`src/rtl/vga_pkg.sv`:
```
// Shared VGA timing constants and the fetch FSM state type.
// Used by pixel_fetch now; the vga block will move onto it too.
package vga_pkg;

  localparam int H_VISIBLE      = 640;
  localparam int H_TOTAL        = 800;
  localparam int V_VISIBLE      = 480;
  localparam int V_TOTAL        = 525;
  localparam int WORDS_PER_LINE = H_VISIBLE / 8;
  localparam int PREFETCH_H     = 760;
  localparam int ADDR_W         = 16;
  localparam int HC_W           = 11;
  localparam int VC_W           = 10;

  typedef enum logic [1:0] {
    IDLE,
    REQ,
    FULL
  } fetch_state_e;

endpackage

```
`src/rtl/fetch_sched.sv`:
```
// Decodes hcounter/vcounter into fetch triggers and pixel load events.
// Purely combinational; all state lives in pixel_fetch.
module fetch_sched
  import vga_pkg::*;
(
  input  logic [HC_W-1:0] hcounter_i,
  input  logic [VC_W-1:0] vcounter_i,
  output logic            trig_o,
  output logic            first_o,
  output logic            load_o,
  output logic            blank_o
);

  localparam logic [HC_W-1:0] GRP_LIM = HC_W'(H_VISIBLE - 8);
  localparam logic [HC_W-1:0] H_LAST  = HC_W'(H_TOTAL - 1);
  localparam logic [HC_W-1:0] H_VLAST = HC_W'(H_VISIBLE - 1);
  localparam logic [HC_W-1:0] H_PRE   = HC_W'(PREFETCH_H);
  localparam logic [VC_W-1:0] V_LAST  = VC_W'(V_TOTAL - 1);
  localparam logic [VC_W-1:0] V_VIS   = VC_W'(V_VISIBLE);

  logic [VC_W-1:0] vnext;
  logic            vis;
  logic            nvis;
  logic            in_grp;
  logic            pre;
  logic            last;

  // Group 79 has no successor on the line, so group edges stop at 631.
  always_comb begin
    vnext   = (vcounter_i == V_LAST) ? '0 : vcounter_i + VC_W'(1);
    vis     = vcounter_i < V_VIS;
    nvis    = vnext < V_VIS;
    in_grp  = hcounter_i < GRP_LIM;
    pre     = hcounter_i == H_PRE;
    last    = hcounter_i == H_LAST;
    trig_o  = (vis && in_grp && hcounter_i[2:0] == 3'd0)
           || (pre && nvis);
    first_o = pre && vnext == '0;
    load_o  = (vis && in_grp && hcounter_i[2:0] == 3'd7)
           || (last && nvis);
    blank_o = (hcounter_i == H_VLAST) || (last && !nvis);
  end

endmodule

```
`src/rtl/pixel_fetch.sv`:
```
// Fetches 1bpp framebuffer bytes one group ahead of the vga scan.
// Late responses blank the group and raise a sticky underrun flag.
module pixel_fetch
  import vga_pkg::*;
(
  input  logic              clk,
  input  logic              reset,
  input  logic [HC_W-1:0]   hcounter,
  input  logic [VC_W-1:0]   vcounter,
  output logic              rd_req,
  output logic [ADDR_W-1:0] rd_addr,
  input  logic              rd_ack,
  input  logic [7:0]        rd_data,
  output logic [7:0]        pixels,
  output logic              underrun,
  input  logic              underrun_clr
);

  fetch_state_e      state_q, state_d;
  logic [ADDR_W-1:0] addr_q, addr_d;
  logic [ADDR_W-1:0] rd_addr_q, rd_addr_d;
  logic [ADDR_W-1:0] base;
  logic [7:0]        buf_q, buf_d;
  logic [7:0]        pix_q, pix_d;
  logic              und_q, und_d;
  logic              und_set;
  logic              ack_ok;
  logic              trig, first, load, blank;

  fetch_sched u_sched (
    .hcounter_i (hcounter),
    .vcounter_i (vcounter),
    .trig_o     (trig),
    .first_o    (first),
    .load_o     (load),
    .blank_o    (blank)
  );

  assign ack_ok   = (state_q == REQ) && rd_ack;
  assign rd_req   = (state_q == REQ);
  assign rd_addr  = rd_addr_q;
  assign pixels   = pix_q;
  assign underrun = und_q;

  // Next-state decode; a load with a same-cycle ack bypasses FULL.
  always_comb begin
    state_d = state_q;
    unique case (state_q)
      IDLE: if (trig) state_d = REQ;
      REQ: begin
        if (ack_ok && load) state_d = IDLE;
        else if (ack_ok)    state_d = FULL;
      end
      FULL: begin
        if (load)      state_d = IDLE;
        else if (trig) state_d = REQ;
      end
      default: state_d = IDLE;
    endcase
  end

  // Address counter, buffer, pixel byte and underrun updates.
  always_comb begin
    addr_d    = addr_q;
    rd_addr_d = rd_addr_q;
    buf_d     = buf_q;
    pix_d     = pix_q;
    und_set   = 1'b0;
    base      = first ? '0 : addr_q;
    if (trig) begin
      addr_d = base + ADDR_W'(1);
      if (state_q == REQ) und_set = 1'b1;
      else                rd_addr_d = base;
    end
    if (ack_ok) buf_d = rd_data;
    if (load) begin
      if (state_q == FULL) begin
        pix_d = buf_q;
      end else if (ack_ok) begin
        pix_d = rd_data;
      end else begin
        pix_d   = 8'h00;
        und_set = 1'b1;
      end
    end else if (blank) begin
      pix_d = 8'h00;
    end
    und_d = und_set | (und_q & ~underrun_clr);
  end

  // State and datapath registers.
  always_ff @(posedge clk or negedge reset) begin
    if (!reset) begin
      state_q   <= IDLE;
      addr_q    <= '0;
      rd_addr_q <= '0;
      buf_q     <= '0;
      pix_q     <= '0;
      und_q     <= 1'b0;
    end else begin
      state_q   <= state_d;
      addr_q    <= addr_d;
      rd_addr_q <= rd_addr_d;
      buf_q     <= buf_d;
      pix_q     <= pix_d;
      und_q     <= und_d;
    end
  end

endmodule

```
`config.mk`:
```
export PLATFORM = sky130hd
export DESIGN_NAME = pixel_fetch
export DESIGN_NICKNAME = d
export VERILOG_FILES = /design/src/rtl/vga_pkg.sv /design/src/rtl/fetch_sched.sv /design/src/rtl/pixel_fetch.sv
export SDC_FILE = /design/constraint.sdc
export NUM_CORES = 1
export LEC_CHECK = 0
export ABC_AREA = 1
export CORE_AREA = 5 5 92 94
export DETAILED_ROUTE_END_ITERATION = 7
export DIE_AREA = 0 0 97 99
export GPL_ROUTABILITY_DRIVEN = 1
export PLACE_DENSITY = 0.72
export REMOVE_ABC_BUFFERS = 1
export SYNTH_ARGS = -nofsm -noshare
export SYNTH_HDL_FRONTEND = slang
export SYNTH_SLANG_ARGS = --single-unit
export TNS_END_PERCENT = 10
```
`constraint.sdc`:
```
create_clock -name clk -period 1.5 [get_ports clk]
set_input_delay 0.3 -clock clk [delete_from_list [all_inputs] [get_ports clk]]
set_output_delay 0.3 -clock clk [all_outputs]
set_load 0.01 [all_outputs]
```
### Word-level counts from Yosys, hierarchy flattened

Index checks and enable logic that the tools add are counted.

| word-level totals | value |
|---|---|
| bits of input ports | 33 |
| output and inout port bits | 26 |
| register bits after elaboration | 51 |
| logic and storage cells | 57 |

| cells by class | value |
|---|---|
| $add $sub $neg | 2 |
| eq/ne operators | 8 |
| reductions and logical operators | 18 |
| $lt $le $gt $ge | 3 |
| multiplexer cells | 16 |
| bitwise operators | 4 |

Operators with widths:

| cell | count |
|---|---|
| 11-bit by 10-bit == test with 1-bit output (second input constant) | 3 |
| 8-bit two-way mux | 4 |
| 10-bit by 9-bit less-than comparator with 1-bit output (second input constant) | 2 |
| 16-bit by 1-bit adder with 16-bit output (second input constant) | 1 |
| 16-bit two-way mux | 1 |
| 11-bit by 10-bit less-than comparator with 1-bit output (second input constant) | 1 |
| 10-bit by 1-bit adder with 10-bit output (second input constant) | 1 |
| 10-bit == test (second input constant) | 1 |
| 10-bit zero test | 1 |
| 10-bit two-way mux | 1 |
| 1-bit logical AND | 9 |
| 2-bit two-way mux | 4 |
| 2-bit one-hot mux with 3 select lines | 1 |
| 1-bit two-way mux | 5 |
| 3-bit == test (second input constant) | 1 |
| 3-bit zero test | 1 |
| 1-bit logical OR | 3 |
| 3-bit by 1-bit != test with 1-bit output (second input constant) | 1 |
| 2-bit by 1-bit == test with 1-bit output (second input constant) | 1 |
| 2-bit == test (second input constant) | 1 |
| 2-bit zero test | 1 |
| 1-bit inverter | 2 |
| 2-bit AND reduction | 1 |
| 2-bit nonzero test | 1 |
| 3 further kinds | 3 |

### Logic depth before layout (Yosys ltp)

Gate-level depths: netlist of run 1.

| depth | value |
|---|---|
| depth in word-level cells | 10 |
| depth in mapped cells | 23 |
| gate-level depth less buffers | 23 |

### Cells and area by module

A second synthesis of run 1 with hierarchy kept.

| second synthesis, totals | value |
|---|---|
| cells, all modules | 377 |
| area total of the unflattened synthesis | 2,886.5 um^2 |

By module, submodules not included:

| module | cells an instance | area an instance (um^2) | sequential area each (um^2) | instances |
|---|---|---|---|---|
| pixel_fetch | 279 | 2,404.8 | 1,276.2 | 1 |
| fetch_sched | 98 | 481.7 | 0.0 | 1 |

### Worst setup path before layout of run 1

OpenSTA, ideal clock, no wires.

| timing | value |
|---|---|
| path kind | input port to flip-flop |
| start | input port vcounter[0] |
| end | register addr_q[10] |
| arrival time | 2.012 ns |
| setup slack | -0.632 ns |
| required time | 1.380 ns |
| setup time | 0.120 ns |
| path buffers | 0 |
| cell stages on the path | 20 |
| path through | inv_1 -> ha_1 -> nor2_1 -> o21ai_0 -> nor2_1 -> nand2_1 -> nand2_1 -> nand2_1 -> inv_2 -> nand2_4 -> inv_2 -> nor2_1 -> ha_1 -> nand2_1 -> inv_1 -> nand4_1 -> nor2_2 -> nand2_2 -> o21bai_2 -> nand2_1 |

| between the ends | value |
|---|---|
| cells in the longest elaborated chain, start to end | 6 |
| elaborated cells on any way between the ends | 13 |
| those cells by class | add/sub (2); order compare (2); eq/ne (1); mux (2); reduce/logical (6) |

Ends and longest elaborated chain:

| element | line | RTL |
|---|---|---|
| start, declared | pixel_fetch.sv:9 | `input logic [VC_W-1:0] vcounter,` |
| 10-bit by 1-bit adder with 10-bit output / 10-bit == test (equally long branches) | fetch_sched.sv:30 | `vnext = (vcounter_i == V_LAST) ? '0 : vcounter_i + VC_W'(1);` |
| 10-bit two-way mux * | fetch_sched.sv:30 |  |
| 10-bit zero test * | fetch_sched.sv:38 | `first_o = pre && vnext == '0;` |
| 1-bit logical AND * | fetch_sched.sv:38 |  |
| 16-bit two-way mux * | pixel_fetch.sv:69 | `base = first ? '0 : addr_q;` |
| via base[0] | pixel_fetch.sv:22 | `logic [ADDR_W-1:0] base;` |
| 16-bit by 1-bit adder with 16-bit output * | pixel_fetch.sv:71 | `addr_d = base + ADDR_W'(1);` |
| end signal, assigned | pixel_fetch.sv:102 | `addr_q <= addr_d;` |
| end, declared | pixel_fetch.sv:20 | `logic [ADDR_W-1:0] addr_q, addr_d;` |

The timed path passes the listed nets; every way through them passes the cells marked *.
A chain may end at the register's enable or synchronous reset.

### Worst setup path in the final report of run 1

| timing | value |
|---|---|
| start | input port vcounter[8] |
| end | register addr_q[8] |

Same word-level chain as after synthesis.

==> results of run 1 <==
[synth_stat cells (all sizes together) (4+ instances only)]
| cell type | n |
|---|---|
| o21ai | 36 |
| a22o | 7 |
| o21bai | 5 |
| nand4 | 10 |
| inv | 50 |
| xor2 | 4 |
| nor2 | 42 |
| dfrtp | 51 |
| buf | 6 |
| nand3 | 25 |
| nand2 | 119 |
[metal layers]
layer | wire length, um | track usage (%)
met5 | 0 | 0
met4 | 71 | 3.67
met3 | 332 | 3.89
met2 | 3630 | 26.6
met1 | 3110 | 19.1
[cell type report]
type / count / area share (%)
clock buffers: 5 / 1.60
clock inverters: 3 / 1.57
well taps: 102 / 2.97
flip-flops and latches: 51 / 29.7
repair buffers: 115 / 22.6
multi-input cells: 262 / 36.5
inverters: 51 / 4.99
[repair_timing]
| item | in CTS | in global routing |
|---|---|---|
| setup endpoints to repair | 69 | 45 |
| pin swaps | 35 | 16 |
| endpoints found under the hold margin | 51 | 0 |
| hold buffers | 1 | 0 |
| gates resized for setup | 127 | 23 |
| setup buffers | 6 | 1 |
[cells in the final DEF, fill, tap and decap left out, drive strengths merged, types with 2 or more instances in the layout]
master,count
xnor2,2
bufinv,2
ha,3
buf,65
dfrtp,51
nor4,3
clkbuf,5
xor2,4
nor2,42
dlygate4sd2,34
a22o,7
inv,50
o21bai,5
clkdlybuf4s50,10
nand4,10
clkdlybuf4s15,5
o21ai,36
nand3,25
nand2,119
[state kept, by name, indices dropped and copies added, names as in the netlist]
| register | flops |
|---|---|
| addr_q | 16 |
| rd_addr | 16 |
| buf_q | 8 |
| pixels | 8 |
| state_q | 2 |
| underrun | 1 |
[critical path, cell delays in order]
cell             delay, ns
clkdlybuf4s15_2       0.21
nand2_2               0.08
nor2_4                0.04
buf_4                 0.13
nand3_1               0.09
nand3_2               0.09
nand2_2               0.08
inv_2                 0.04
nand2_4               0.07
inv_4                 0.04
nor2_4                0.11
ha_4                  0.15
nand2_2               0.05
inv_2                 0.06
nand4_1               0.11
nor2_2                0.21
nand2_2               0.11
xor2_1                0.17
[report_power, final]
group          internal [W]  switching [W]
Clock              0.000665       0.000468
Combinational      0.000402       0.000431
Sequential          0.00156      0.0000801
Total               0.00263       0.000979
[stage by stage]
stage | setup slack [ns] | hold slack [ns] | util, %
after detailed placement | -1.34 | 0.312 | 51.7
after global routing | -0.527 | 0.500 | 56.7
after global placement | -1.22 | 0.312 | 51.7
after floorplan | -0.798 | 0.00441 | -
final | -0.442 | 0.482 | 56.7
after CTS | -0.409 | 0.491 | 55.6
[logic make-up (layout without fill, tap and decap cells)]
group,count (synthesis),count (layout)
AOI/OAI and AO/OA,52,52
xor gates and xnor gates,6,6
DFF,51,51
and+or+nand+nor,201,201
adders and majority gates,3,3
buffers and inverters,58,174
[worst min-delay path by stage]
| stage | depth (start not counted) | endpoint | slack (ns) | from |
|---|---|---|---|---|
| global placement | 2 | rd_addr[3] | 0.31 | reset |
| global route | 1 | state_q[0] | 0.50 | state_q[0] |
| CTS | 2 | rd_addr[15] | 0.49 | rd_addr[15] |
| detailed placement | 2 | rd_addr[4] | 0.31 | reset |
| finish | 2 | rd_addr[15] | 0.48 | rd_addr[15] |
| floorplan | 0 | addr_q[0] | 0.004 | reset |
==> impl_metrics.tcl, run 1 <==
set metrics [dict create \
    synthSimpleGateAreaFrac_pct 33.1 \
    seq_area_um2 1280 \
    start_util_pct 38.2 \
    finalSetupViolCount 41 \
    cp.arrival_ns 2.14 \
    crit_path_start "vcounter[8]" \
    ys.flop_type "dfrtp_1" \
    synth-xor-area-share_pct 1.82 \
    drtIter0Drc 106 \
    multi_input_area_um2 1570 \
    power.total_w 0.00361 \
    clkTransAtPathRegs_ns 0.09 \
    min_path_type "register to register" \
    cp.required_ns 1.70 \
    place_hpwl_um 5210 \
    violations "negative setup slack" \
    r2r_start "addr_q[0]" \
    r2r_slack_ns -0.03 \
    cts.sinks 51 \
    cts_tree "built" \
    coreArea_um2 7570 \
    synth_seq_area_share_pct 44.1 \
    wirelength_um 7150 \
    synthAdderAreaFrac_pct 1.30 \
    fin_setup_tns_ns -6.45 \
    setup_slack_ns -0.442 \
    cap_violations 0 \
    first_pass_iters 4 \
    final.period_utilization_pct 129 \
    insertion_delay_ns 0.31 \
    worstMarginPinSlew_ns 0.375 \
    nNetsFinal 522 \
    cts_made_buffers 5 \
    r2r-end "addr_q[8]" \
    gr-usage-all-layers_pct 15.3 \
    htree_num_levels 2 \
    finalClockSkew_ns 0.00774 \
    ys_ff_latch 51 \
    drcViolationCount 0 \
    crit_end "addr_q[8]" \
    grt_first_pass_wirelength_um 12400 \
    yosys-top-cells-area "dfrtp_1, nand2_1, inv_1" \
    worstRegToRegCells 9 \
    stdcell_area_um2 4290 \
    routedWlPerCell_um 12.1 \
    synth_compound_area_share_pct 10.7 \
    fmax_ghz 0.515 \
    die_height_um 99 \
    synth_top_family_by_area "simple AND/OR/NAND/NOR gates" \
    synthCells 371 \
    synth_warnings 0 \
    grt_max_degree 52 \
    finalNonFillerCells 589 \
    synth_top_area_share_pct 44.1 \
    async_reset_ff_share_pct 100 \
    avgSynthCellArea_um2 7.80 \
    clockBufferDepth 2 \
    max-slew-margin-rel_pct 75.0 \
    die_area_um2 9600 \
    gp_congestion 0.851 \
    detailed_place.area_um2 3910 \
    grt_setup_unrepaired "yes" \
    synth_top_cell_by_area "dfrtp_1" \
    drive_gt1_share_pct 31.0 \
    postRouteAntennaNets 0 \
    fill_cells 688 \
    place_inst 573 \
    synth_mux_area_share_pct 0 \
    finalHoldViolations 0 \
    cts-root-buf "clkbuf_8" \
    outcome "finished with violations" \
    port_buffers 58 \
    antenna_found_initial 0 \
    power.leakage_nw 2.15 \
    die_width_um 97 \
    power_density_nw_per_um2 841 \
    grt_pass1_vias 2768 \
    design.portCount 59 \
    crit_fanout 3 \
    synth_edf_count 0 \
    cp-end-kind "register" \
    dr_total_vias 2803 \
    row_count 32 \
    ys_types 35 \
    n_antenna_cell 0 \
    ir_drop_mv 0.706 \
    drv_slew 0 \
    grt_overflow_total 0 \
    path_class "primary input to register" \
    period_needed_ns 1.94 \
    synth_area_um2 2890 \
    area_growth_pct 48.3 \
    drt-vias-per-instance 4.76 \
    critical_path.startpoint_type "primary input" \
]
Note: power is estimated with default switching activity, not from simulation.
==> inputs of run 2 (changes only) <==
--- a/config.mk
+++ b/config.mk
@@ -6,6 +6,7 @@
 export NUM_CORES = 1
 export LEC_CHECK = 0
 export ABC_AREA = 1
+export CAP_MARGIN = 20
 export CORE_AREA = 5 5 92 94
 export DETAILED_ROUTE_END_ITERATION = 7
 export DIE_AREA = 0 0 97 99
==> results of run 2 <==
No change in the layout: final DEF, timing and power equal those of run 1.
